<file path="config.mk">
export PLATFORM = sky130hd
export DESIGN_NAME = aes_round_sequencer
export DESIGN_NICKNAME = d
export VERILOG_FILES = /design/src/rtl/aes_pkg.sv /design/src/rtl/aes_byte_round_counter.sv /design/src/rtl/aes_round_sequencer.sv
export SDC_FILE = /design/constraint.sdc
export NUM_CORES = 1
export LEC_CHECK = 0
export CAP_MARGIN = 5
export CORE_MARGIN = 2
export CORE_UTILIZATION = 30
export DETAILED_ROUTE_END_ITERATION = 10
export HOLD_SLACK_MARGIN = 0.05
export SLEW_MARGIN = 20
export SYNTH_ARGS = -nofsm -noshare
export SYNTH_HDL_FRONTEND = slang
export SYNTH_SLANG_ARGS = --single-unit
</file>
<file path="constraint.sdc">
create_clock -name clk -period 2.7 [get_ports clk]
set_clock_uncertainty 0.15 [all_clocks]
set_input_delay 0.27 -clock clk [delete_from_list [all_inputs] [get_ports clk]]
set_output_delay 0.27 -clock clk [all_outputs]
set_load 0.03 [all_outputs]
</file>
<file path="src/rtl/aes_pkg.sv">
// rtl/aes_pkg.sv - shared AES sequencer types and constants
package aes_pkg;

    localparam int AES_BLOCK_BYTES = 16;
    localparam int AES128_ROUNDS   = 10;

    // Bit n is set where state byte n opens a new column (bytes 0, 4, 8, 12)
    localparam logic [15:0] COL_BOUNDARY_MASK = 16'h1111;

    typedef enum logic [2:0] {
        ST_IDLE,
        ST_LOAD,
        ST_ROUND,
        ST_FINAL,
        ST_DRAIN,
        ST_DONE
    } seq_state_e;

endpackage

</file>
<file path="src/rtl/aes_byte_round_counter.sv">
// rtl/aes_byte_round_counter.sv - byte/round position counter shared by the AES sequencers
module aes_byte_round_counter
    import aes_pkg::*;
#(
    parameter int MAX_ROUND = AES128_ROUNDS
) (
    input  logic       clk,
    input  logic       rst,
    input  logic       clr,
    input  logic       inc,
    output logic [3:0] byte_idx,
    output logic [3:0] round_idx,
    output logic       byte_tc,
    output logic       round_pre_last
);

    localparam logic [3:0] LAST_BYTE = 4'(AES_BLOCK_BYTES - 1);
    localparam logic [3:0] MAX_R     = 4'(MAX_ROUND);

    assign byte_tc        = (byte_idx == LAST_BYTE);
    assign round_pre_last = (round_idx == MAX_R - 4'd1);

    // Byte position wraps every 16 steps; the round steps on that wrap and saturates at MAX_ROUND
    always_ff @(posedge clk or negedge rst) begin
        if (!rst) begin
            byte_idx  <= 4'd0;
            round_idx <= 4'd0;
        end else if (clr) begin
            byte_idx  <= 4'd0;
            round_idx <= 4'd0;
        end else if (inc) begin
            byte_idx <= byte_idx + 4'd1;
            if (byte_tc && (round_idx != MAX_R)) begin
                round_idx <= round_idx + 4'd1;
            end
        end
    end

endmodule

</file>
<file path="src/rtl/aes_round_sequencer.sv">
// rtl/aes_round_sequencer.sv - byte-serial AES-128 round controller (optional AES_SEQ_BACKPRESSURE_EN adds out_ready)
module aes_round_sequencer
    import aes_pkg::*;
#(
    parameter int NUM_ROUNDS = AES128_ROUNDS,
    parameter int KEY_ADDR_W = 8
) (
    input  logic                  clk,
    input  logic                  rst,
    input  logic                  start,
    input  logic                  in_valid,
`ifdef AES_SEQ_BACKPRESSURE_EN
    input  logic                  out_ready,
`endif
    output logic                  in_ready,
    output logic                  bp_en,
    output logic                  mc_en,
    output logic                  mc_bypass,
    output logic                  pts_en,
    output logic [3:0]            round_idx,
    output logic [3:0]            byte_idx,
    output logic [KEY_ADDR_W-1:0] key_addr,
    output logic                  out_valid,
    output logic                  out_last,
    output logic                  busy,
    output logic                  done
);

    seq_state_e state;
    seq_state_e state_nxt;
    logic       cnt_clr;
    logic       cnt_inc;
    logic       byte_tc;
    logic       round_pre_last;
    logic       out_hold;

    aes_byte_round_counter #(
        .MAX_ROUND(NUM_ROUNDS)
    ) u_cnt (
        .clk           (clk),
        .rst           (rst),
        .clr           (cnt_clr),
        .inc           (cnt_inc),
        .byte_idx      (byte_idx),
        .round_idx     (round_idx),
        .byte_tc       (byte_tc),
        .round_pre_last(round_pre_last)
    );

    // Round-key byte address is round*16 + byte, i.e. the two nibbles side by side
    assign key_addr = KEY_ADDR_W'({round_idx, byte_idx});

    // Datapath output register lags FINAL by one byte, so the 16th byte lands in DRAIN
    assign out_valid = ((state == ST_FINAL) && (byte_idx != 4'd0)) || (state == ST_DRAIN);
    assign out_last  = (state == ST_DRAIN);
    assign in_ready  = (state == ST_LOAD);
    assign mc_bypass = (state == ST_FINAL);
    assign busy      = (state != ST_IDLE);
    assign done      = (state == ST_DONE);

`ifdef AES_SEQ_BACKPRESSURE_EN
    assign out_hold = out_valid && !out_ready;
`else
    assign out_hold = 1'b0;
`endif

    // State register
    always_ff @(posedge clk or negedge rst) begin
        if (!rst) begin
            state <= ST_IDLE;
        end else begin
            state <= state_nxt;
        end
    end

    // Next-state and datapath enable decode
    always_comb begin
        state_nxt = state;
        cnt_clr   = 1'b0;
        cnt_inc   = 1'b0;
        bp_en     = 1'b0;
        mc_en     = 1'b0;
        pts_en    = 1'b0;
        case (state)
            ST_IDLE: begin
                if (start) begin
                    state_nxt = ST_LOAD;
                    cnt_clr   = 1'b1;
                end
            end
            ST_LOAD: begin
                if (in_valid) begin
                    bp_en   = 1'b1;
                    cnt_inc = 1'b1;
                    if (byte_tc) begin
                        state_nxt = ST_ROUND;
                    end
                end
            end
            ST_ROUND: begin
                bp_en   = 1'b1;
                cnt_inc = 1'b1;
                mc_en   = !COL_BOUNDARY_MASK[byte_idx];
                pts_en  = byte_tc;
                if (byte_tc && round_pre_last) begin
                    state_nxt = ST_FINAL;
                end
            end
            ST_FINAL: begin
                if (!out_hold) begin
                    bp_en   = 1'b1;
                    cnt_inc = 1'b1;
                    if (byte_tc) begin
                        state_nxt = ST_DRAIN;
                        cnt_clr   = 1'b1;
                    end
                end
            end
            ST_DRAIN: begin
                if (!out_hold) begin
                    state_nxt = ST_DONE;
                end
            end
            ST_DONE: begin
                state_nxt = ST_IDLE;
            end
            default: begin
                state_nxt = ST_IDLE;
            end
        endcase
    end

endmodule

</file>
==> impl_metrics.ini, run 1 <==
[timing]
timing_max_transition_violations_final = 0
final_min_period_over_clock_period_pct = 95.17
finalHoldViolations = 0
relSlewSlack_pct = 63.99
worst_pin_slew_ns = 0.5385
setup_viol = 0
rsz0062_at_grt = false
finalCriticalPeriod_ns = 2.570
final.setup.tns_ns = 0
timing.fmax_mhz = 389.2

[synth]
portion_of_synthesized_cell_area_occupied_by_the_leading_cell_type_pct = 34.11
synth.largest_area_cell = sky130_fd_sc_hd__dfrtp_1
post_synth.cell_area_avg_um2 = 8.772
syn_inst = 92
yosys_warnings = 0
yosys_register_bits = 11
synth_area_um2 = 807.0
synth_sequential_area_ratio_pct = 34.11
yosysUniqueCellTypes = 33
synthesis.nets = 101
synth_area_leaders = sky130_fd_sc_hd__dfrtp_1 34%, sky130_fd_sc_hd__ha_1 7.8%, sky130_fd_sc_hd__buf_4 7.4%

[route]
wire_length_per_cell_um = 12.06
detail_route.iter0.violations = 4
drt-vias-per-instance = 4.875
number_of_nets_with_antenna_violations_after_detailed_routing = 0
totalWireLength_um = 1736
drc_errors = 0
vias = 702
drt_pass1_iterations = 4

[worst_setup_path]
worst_setup_path_end_kind = primary output
timing.reg2reg.worst_path_depth = 5
rrSetupSlack_ns = 0.85
setup.worst_path.start_class = flop
criticalPathCategory = reg -> out
critical_path_rt_ns = 2.28
crit_path_dat_ns = 2.15
critical_path_peak_fanout = 8
endpoint = pts_en
rr_endpoint = u_cnt.byte_idx[2]$_DFFE_PN0P_
r2r_start = u_cnt.byte_idx[0]$_DFFE_PN0P_
worst_setup_path_startpoint = u_cnt.byte_idx[0]$_DFFE_PN0P_

[place]
detailed_place.area_um2 = 1057
hpwl_um = 1264
port_buffers = 28
dp.cells = 140
globalplace.congestion = 0.7648

[floorplanning]
dieHeight_um = 55.87
placeableCoreArea_um2 = 2522
start_util_pct = 31.99
die_width_um = 55.87
floorplan.die_area_um2 = 3121
placementRows = 18
boundaryPins = 29

[status]
status = completed

[clock_network]
cts_num_sinks = 11
post-cts-setup-buffer-count = 0
cts_resized = 0
clock_latency_ns = 0.27
max-clock-path-buffers = 2
htree_num_levels = 1
cts_inserted_buffers = 3
cts.root.buffer_cell = sky130_fd_sc_hd__clkbuf_4
tritoncts = built
ctsHoldBuffers = 0
clk_pin_slew_worst_paths_ns = 0.07

[grt]
grt_first_pass_wirelength_um = 2932
grt_pass1_vias = 643
grt_antenna_before_repair = 0
grt_use_total_pct = 12.03
largest_net_degree_at_the_start_of_global_routing = 14
overflow = 0

[flow_run]
max_cap_violations = 0

[finish]
finish.instance_area_um2 = 1084
finish.utilization_pct = 42.96
design.final.nets = 124
area_growth_syn_to_layout_pct = 34.26
antennaDiodeCount = 0
fraction_of_final_layout_cells_sized_beyond_drive_strength_1_pct = 8.772
num-fill-cells = 271
finish.cell_count_without_fillers = 144

[pwr]
power-per-cell-area_nw_per_um2 = 1125
p_leak_nw = 0.4519
power.total_w = 0.001219
ir_drop_mv = 0.6657

[hold_path]
timing.hold.worst.class = in -> async
==> kinds of logic after synthesis <==
| kind of cell | Yosys count | synth area share [%] |
|---|---|---|
| xor+xnor | 5 | 5.426 |
| buf+inv | 18 | 13.02 |
| compound gates | 12 | 10.85 |
| simple gates | 41 | 28.84 |
| flops | 11 | 34.11 |
| fa+ha+maj | 5 | 7.752 |
==> cells in the final DEF (no fill, tap or decap), types with 3 or more instances in the layout <==
cell type | netlist | routed
sky130_fd_sc_hd__a21oi_1 | 3 | 3
sky130_fd_sc_hd__ha_1 | 5 | 5
sky130_fd_sc_hd__nor3_1 | 3 | 3
sky130_fd_sc_hd__xnor2_1 | 4 | 4
sky130_fd_sc_hd__clkbuf_4 | 0 | 3
sky130_fd_sc_hd__or3_1 | 3 | 3
sky130_fd_sc_hd__nor2_1 | 11 | 11
sky130_fd_sc_hd__nand2_1 | 6 | 6
sky130_fd_sc_hd__dfrtp_1 | 11 | 11
sky130_fd_sc_hd__nand3_1 | 4 | 4
sky130_fd_sc_hd__o21ai_0 | 3 | 3
sky130_fd_sc_hd__clkdlybuf4s50_1 | 0 | 28
sky130_fd_sc_hd__inv_1 | 6 | 6
==> synth_stat cells <==
cell type	n
sky130_fd_sc_hd__clkbuf_1	3
sky130_fd_sc_hd__nand2_1	6
sky130_fd_sc_hd__xor2_1	1
sky130_fd_sc_hd__a21oi_1	3
sky130_fd_sc_hd__and3_1	1
sky130_fd_sc_hd__a21oi_4	1
sky130_fd_sc_hd__nor4bb_1	1
sky130_fd_sc_hd__and2_1	1
sky130_fd_sc_hd__a21o_1	1
sky130_fd_sc_hd__nand2b_1	1
sky130_fd_sc_hd__o21ai_0	3
sky130_fd_sc_hd__xnor2_1	4
sky130_fd_sc_hd__o221ai_1	1
sky130_fd_sc_hd__nand4bb_1	1
sky130_fd_sc_hd__buf_6	1
sky130_fd_sc_hd__nand4b_1	1
sky130_fd_sc_hd__and3b_1	1
sky130_fd_sc_hd__nor2_1	11
sky130_fd_sc_hd__inv_1	6
sky130_fd_sc_hd__nor4b_1	1
sky130_fd_sc_hd__or3_1	3
sky130_fd_sc_hd__nand3_1	4
sky130_fd_sc_hd__a21oi_2	2
sky130_fd_sc_hd__a211oi_1	1
sky130_fd_sc_hd__or3b_2	1
sky130_fd_sc_hd__ha_1	5
sky130_fd_sc_hd__dfrtp_1	11
sky130_fd_sc_hd__buf_4	8
sky130_fd_sc_hd__and4bb_2	1
sky130_fd_sc_hd__nor2b_1	2
sky130_fd_sc_hd__nor3_1	3
sky130_fd_sc_hd__nor3b_1	1
sky130_fd_sc_hd__nand3b_1	1
==> cell type report <==
| type | count | area, um^2 | share of cell area [%] |
|---|---|---|---|
| clock buffers | 4 | 26.28 | 2.425 |
| inverters | 6 | 22.52 | 2.079 |
| multi-input cells | 63 | 426.7 | 39.38 |
| flip-flops and latches | 11 | 275.3 | 25.40 |
| well taps | 30 | 37.54 | 3.464 |
| repair buffers | 30 | 295.3 | 27.25 |
==> power breakdown <==
| part | internal [W] | leakage (nW) | total [W] | switching (W) |
|---|---|---|---|---|
| sequential | 0.000222 | 0.139 | 0.000312 | 0.0000904 |
| clock | 0.0000572 | 0.0150 | 0.000116 | 0.0000585 |
| combinational | 0.000343 | 0.298 | 0.000791 | 0.000448 |
| total | 0.000622 | 0.452 | 0.00122 | 0.000597 |
==> stage by stage <==
| stage | hold WS (ns) | setup WS (ns) |
|---|---|---|
| after floorplan | -0.1756 | 0.3898 |
| after global placement | 0.4263 | 0.4357 |
| after detailed placement | 0.4272 | 0.4223 |
| after CTS | 0.2157 | 0.1197 |
| after global routing | 0.2387 | 0.01810 |
| final | 0.1952 | 0.1303 |
==> flip-flops by register name, summed over array words and instances (netlist names) <==
signal           cells
u_cnt.byte_idx       4
u_cnt.round_idx      4
state                3
==> critical path: stages, from the launching register on <==
cell and delay (ns):
sky130_fd_sc_hd__dfrtp_1 0.44, sky130_fd_sc_hd__ha_1 0.19, sky130_fd_sc_hd__and3_1 0.31, sky130_fd_sc_hd__nand2_1 0.11
sky130_fd_sc_hd__nor3_1 0.14, sky130_fd_sc_hd__clkdlybuf4s50_1 0.69
==> how the worst min path moves through the flow <==
stage / slack (ns) / startpoint / endpoint
floorplan: -0.18 / rst / state[0]$_DFFE_PN0P_
global route: 0.24 / rst / u_cnt.byte_idx[0]$_DFFE_PN0P_
finish: 0.20 / rst / u_cnt.byte_idx[0]$_DFFE_PN0P_
detailed placement: 0.43 / state[1]$_DFFE_PN0P_ / state[2]$_DFFE_PN0P_
CTS: 0.22 / rst / u_cnt.round_idx[2]$_DFFE_PN0P_
global placement: 0.43 / state[1]$_DFFE_PN0P_ / state[2]$_DFFE_PN0P_
==> metal layers <==
metal,vias up,global-route usage [%],part of all wire (%)
li1,346,-,-
met2,22,16.84,44
met3,4,3.488,5.8
met4,0,7.143,1.8
met1,330,16.26,48
met5,-,0,0
Note: power is estimated with default switching activity, not from simulation.
==> inputs of run 2 (changes only) <==
CTS_CLUSTER_DIAMETER = 40   (was unset)
MAX_ROUTING_LAYER = met4   (was unset)
==> run 2 against run 1 <==
Compared with the run above:
- critical path type unchanged
- via count unchanged
- setup slack improved by 0.00053 ns
- routed wire length unchanged
- highest routed layer unchanged
- first-iteration DRC count stayed put
- maximum frequency barely moved
- critical path depth stayed put
- register-to-register slack about the same
- clock power is essentially flat
- hold slack is essentially flat
- final area unchanged
==> impl_metrics.ini, run 2 (synthesized netlist as in run 1, its figures left out) <==
[clock_network]
cts.root.buffer_cell = sky130_fd_sc_hd__clkbuf_4
ctsHoldBuffers = 0
clock_latency_ns = 0.27
cts_inserted_buffers = 3
htree_num_levels = 1
cts_num_sinks = 11
tritoncts = built
cts_resized = 0
post-cts-setup-buffer-count = 0
max-clock-path-buffers = 2
clk_pin_slew_worst_paths_ns = 0.07

[grt]
global_route.usage.met1_pct = 16.55
gr-usage-met3_pct = 3.023
largest_net_degree_at_the_start_of_global_routing = 14
busiest_layer = met2
grt_pass1_vias = 643
grt_antenna_before_repair = 0
overflow = 0
grt_first_pass_wirelength_um = 2932
global_route.usage.met2_pct = 16.84
grt_use_total_pct = 12.37

[worst_setup_path]
timing.reg2reg.worst_path_depth = 5
slowest_stage = sky130_fd_sc_hd__clkdlybuf4s50_1
setup.worst_path.start_class = flop
crit_path_dat_ns = 2.15
critical_path_rt_ns = 2.28
timing.critical_path.max_delay_family = buffers and inverters
critical_path_peak_fanout = 8
worst_setup_path_end_kind = primary output
rrSetupSlack_ns = 0.85
criticalPathCategory = reg -> out
rr_endpoint = u_cnt.byte_idx[2]$_DFFE_PN0P_
path_buf_inv = 1
cells_along_the_critical_path = ha_1 > and3_1 > nand2_1 > nor3_1 > clkdlybuf4s50_1
timing.critical_path.slowest_cell_delay_ns = 0.69
r2r_start = u_cnt.byte_idx[0]$_DFFE_PN0P_

[route]
drt-vias-per-instance = 4.875
number_of_nets_with_antenna_violations_after_detailed_routing = 0
detail_route.iter0.violations = 4
vias = 702
drt_pass1_iterations = 4
drc_errors = 0
totalWireLength_um = 1736
wire_length_per_cell_um = 12.06

[floorplanning]
floorplan.die_area_um2 = 3121
boundaryPins = 29
die_width_um = 55.87
dieHeight_um = 55.87
placeableCoreArea_um2 = 2522
placementRows = 18
start_util_pct = 31.99

[finish]
finish.instance_area_um2 = 1084
mostFrequentLayoutCells = 28 x sky130_fd_sc_hd__clkdlybuf4s50_1, 11 x sky130_fd_sc_hd__nor2_1, 11 x sky130_fd_sc_hd__dfrtp_1
area_growth_syn_to_layout_pct = 34.26
fraction_of_final_layout_cells_sized_beyond_drive_strength_1_pct = 8.772
num-fill-cells = 271
design.final.nets = 124
reg_top3 = u_cnt.byte_idx x4, u_cnt.round_idx x4, state x3
finish.utilization_pct = 42.96
layout.cells.most_common = sky130_fd_sc_hd__clkdlybuf4s50_1
antennaDiodeCount = 0

[timing]
final.setup.tns_ns = 0
timing_max_transition_violations_final = 0
timing.fmax_mhz = 389.2
rsz0062_at_grt = false
worst_pin_slew_ns = 0.5385
final_min_period_over_clock_period_pct = 95.15
finalCriticalPeriod_ns = 2.569
setup_viol = 0
relSlewSlack_pct = 63.99
finalHoldViolations = 0

[place]
hpwl_um = 1264
globalplace.congestion = 0.7749
detailed_place.area_um2 = 1057
port_buffers = 28

[status]
status = completed

[flow_run]
max_cap_violations = 0

[pwr]
power.switching_w = 0.0005969
power_frac_clock_pct = 9.5
pwr-share-comb_pct = 64.9
power.sequential.fraction_pct = 25.6
power.total_w = 0.001219
net_switching_share_of_the_total_power_pct = 48.96
ir_drop_mv = 0.6657
p_leak_nw = 0.4519
power-per-cell-area_nw_per_um2 = 1125
power.internal_w = 0.0006223

[hold_path]
timing.hold.worst.class = in -> async
-- run 2: cell counts in the layout (fill, tap and decap cells not counted) --
No cell type changed its count.
-- run 2: area by class of cell --
type / instances / area (um^2) / area share (%)
Inverter: 6 / 22.52 / 2.079
Multi-Input combinational cell: 63 / 426.7 / 39.38
Timing Repair Buffer: 30 / 295.3 / 27.25
Tap cell: 30 / 37.54 / 3.464
Clock buffer: 4 / 26.28 / 2.425
Sequential cell: 11 / 275.3 / 25.40
-- run 2: power by group through the flow --
stage,Clock [W],Sequential (W),Combinational [W]
floorplan,0,0.000385,0.000480
global placement,0,0.000312,0.000794
detailed placement,0,0.000316,0.000797
CTS,0.000118,0.000313,0.000799
global route,0.000127,0.000326,0.000857
finish,0.000116,0.000312,0.000791
-- run 2: worst max path at each step --
stage                             startpoint     end  cells past startpoint
2_1_floorplan  u_cnt.byte_idx[0]$_DFFE_PN0P_   mc_en                      3
3_3_place_gp   u_cnt.byte_idx[0]$_DFFE_PN0P_  pts_en                      5
3_5_place_dp   u_cnt.byte_idx[0]$_DFFE_PN0P_  pts_en                      5
4_1_cts        u_cnt.byte_idx[0]$_DFFE_PN0P_  pts_en                      5
5_1_grt        u_cnt.byte_idx[0]$_DFFE_PN0P_  pts_en                      5
6_report       u_cnt.byte_idx[0]$_DFFE_PN0P_  pts_en                      5
-- run 2: through the flow --
stage	cells	setup WS [ns]	hold slack [ns]
after global routing	144	0.01810	0.2387
after detailed placement	140	0.4223	0.4272
final	144	0.1309	0.1957
after floorplan	92	0.3898	-0.1756
after CTS	144	0.1197	0.2157
after global placement	140	0.4357	0.4263
-- run 2: per-layer routing --
| layer | up-vias | share of wire (%) |
|---|---|---|
| met3 | 4 | 5.1 |
| met5 | - | 0 |
| met4 | 0 | 1.8 |
| met2 | 22 | 44 |
| met1 | 330 | 49 |
| li1 | 346 | - |
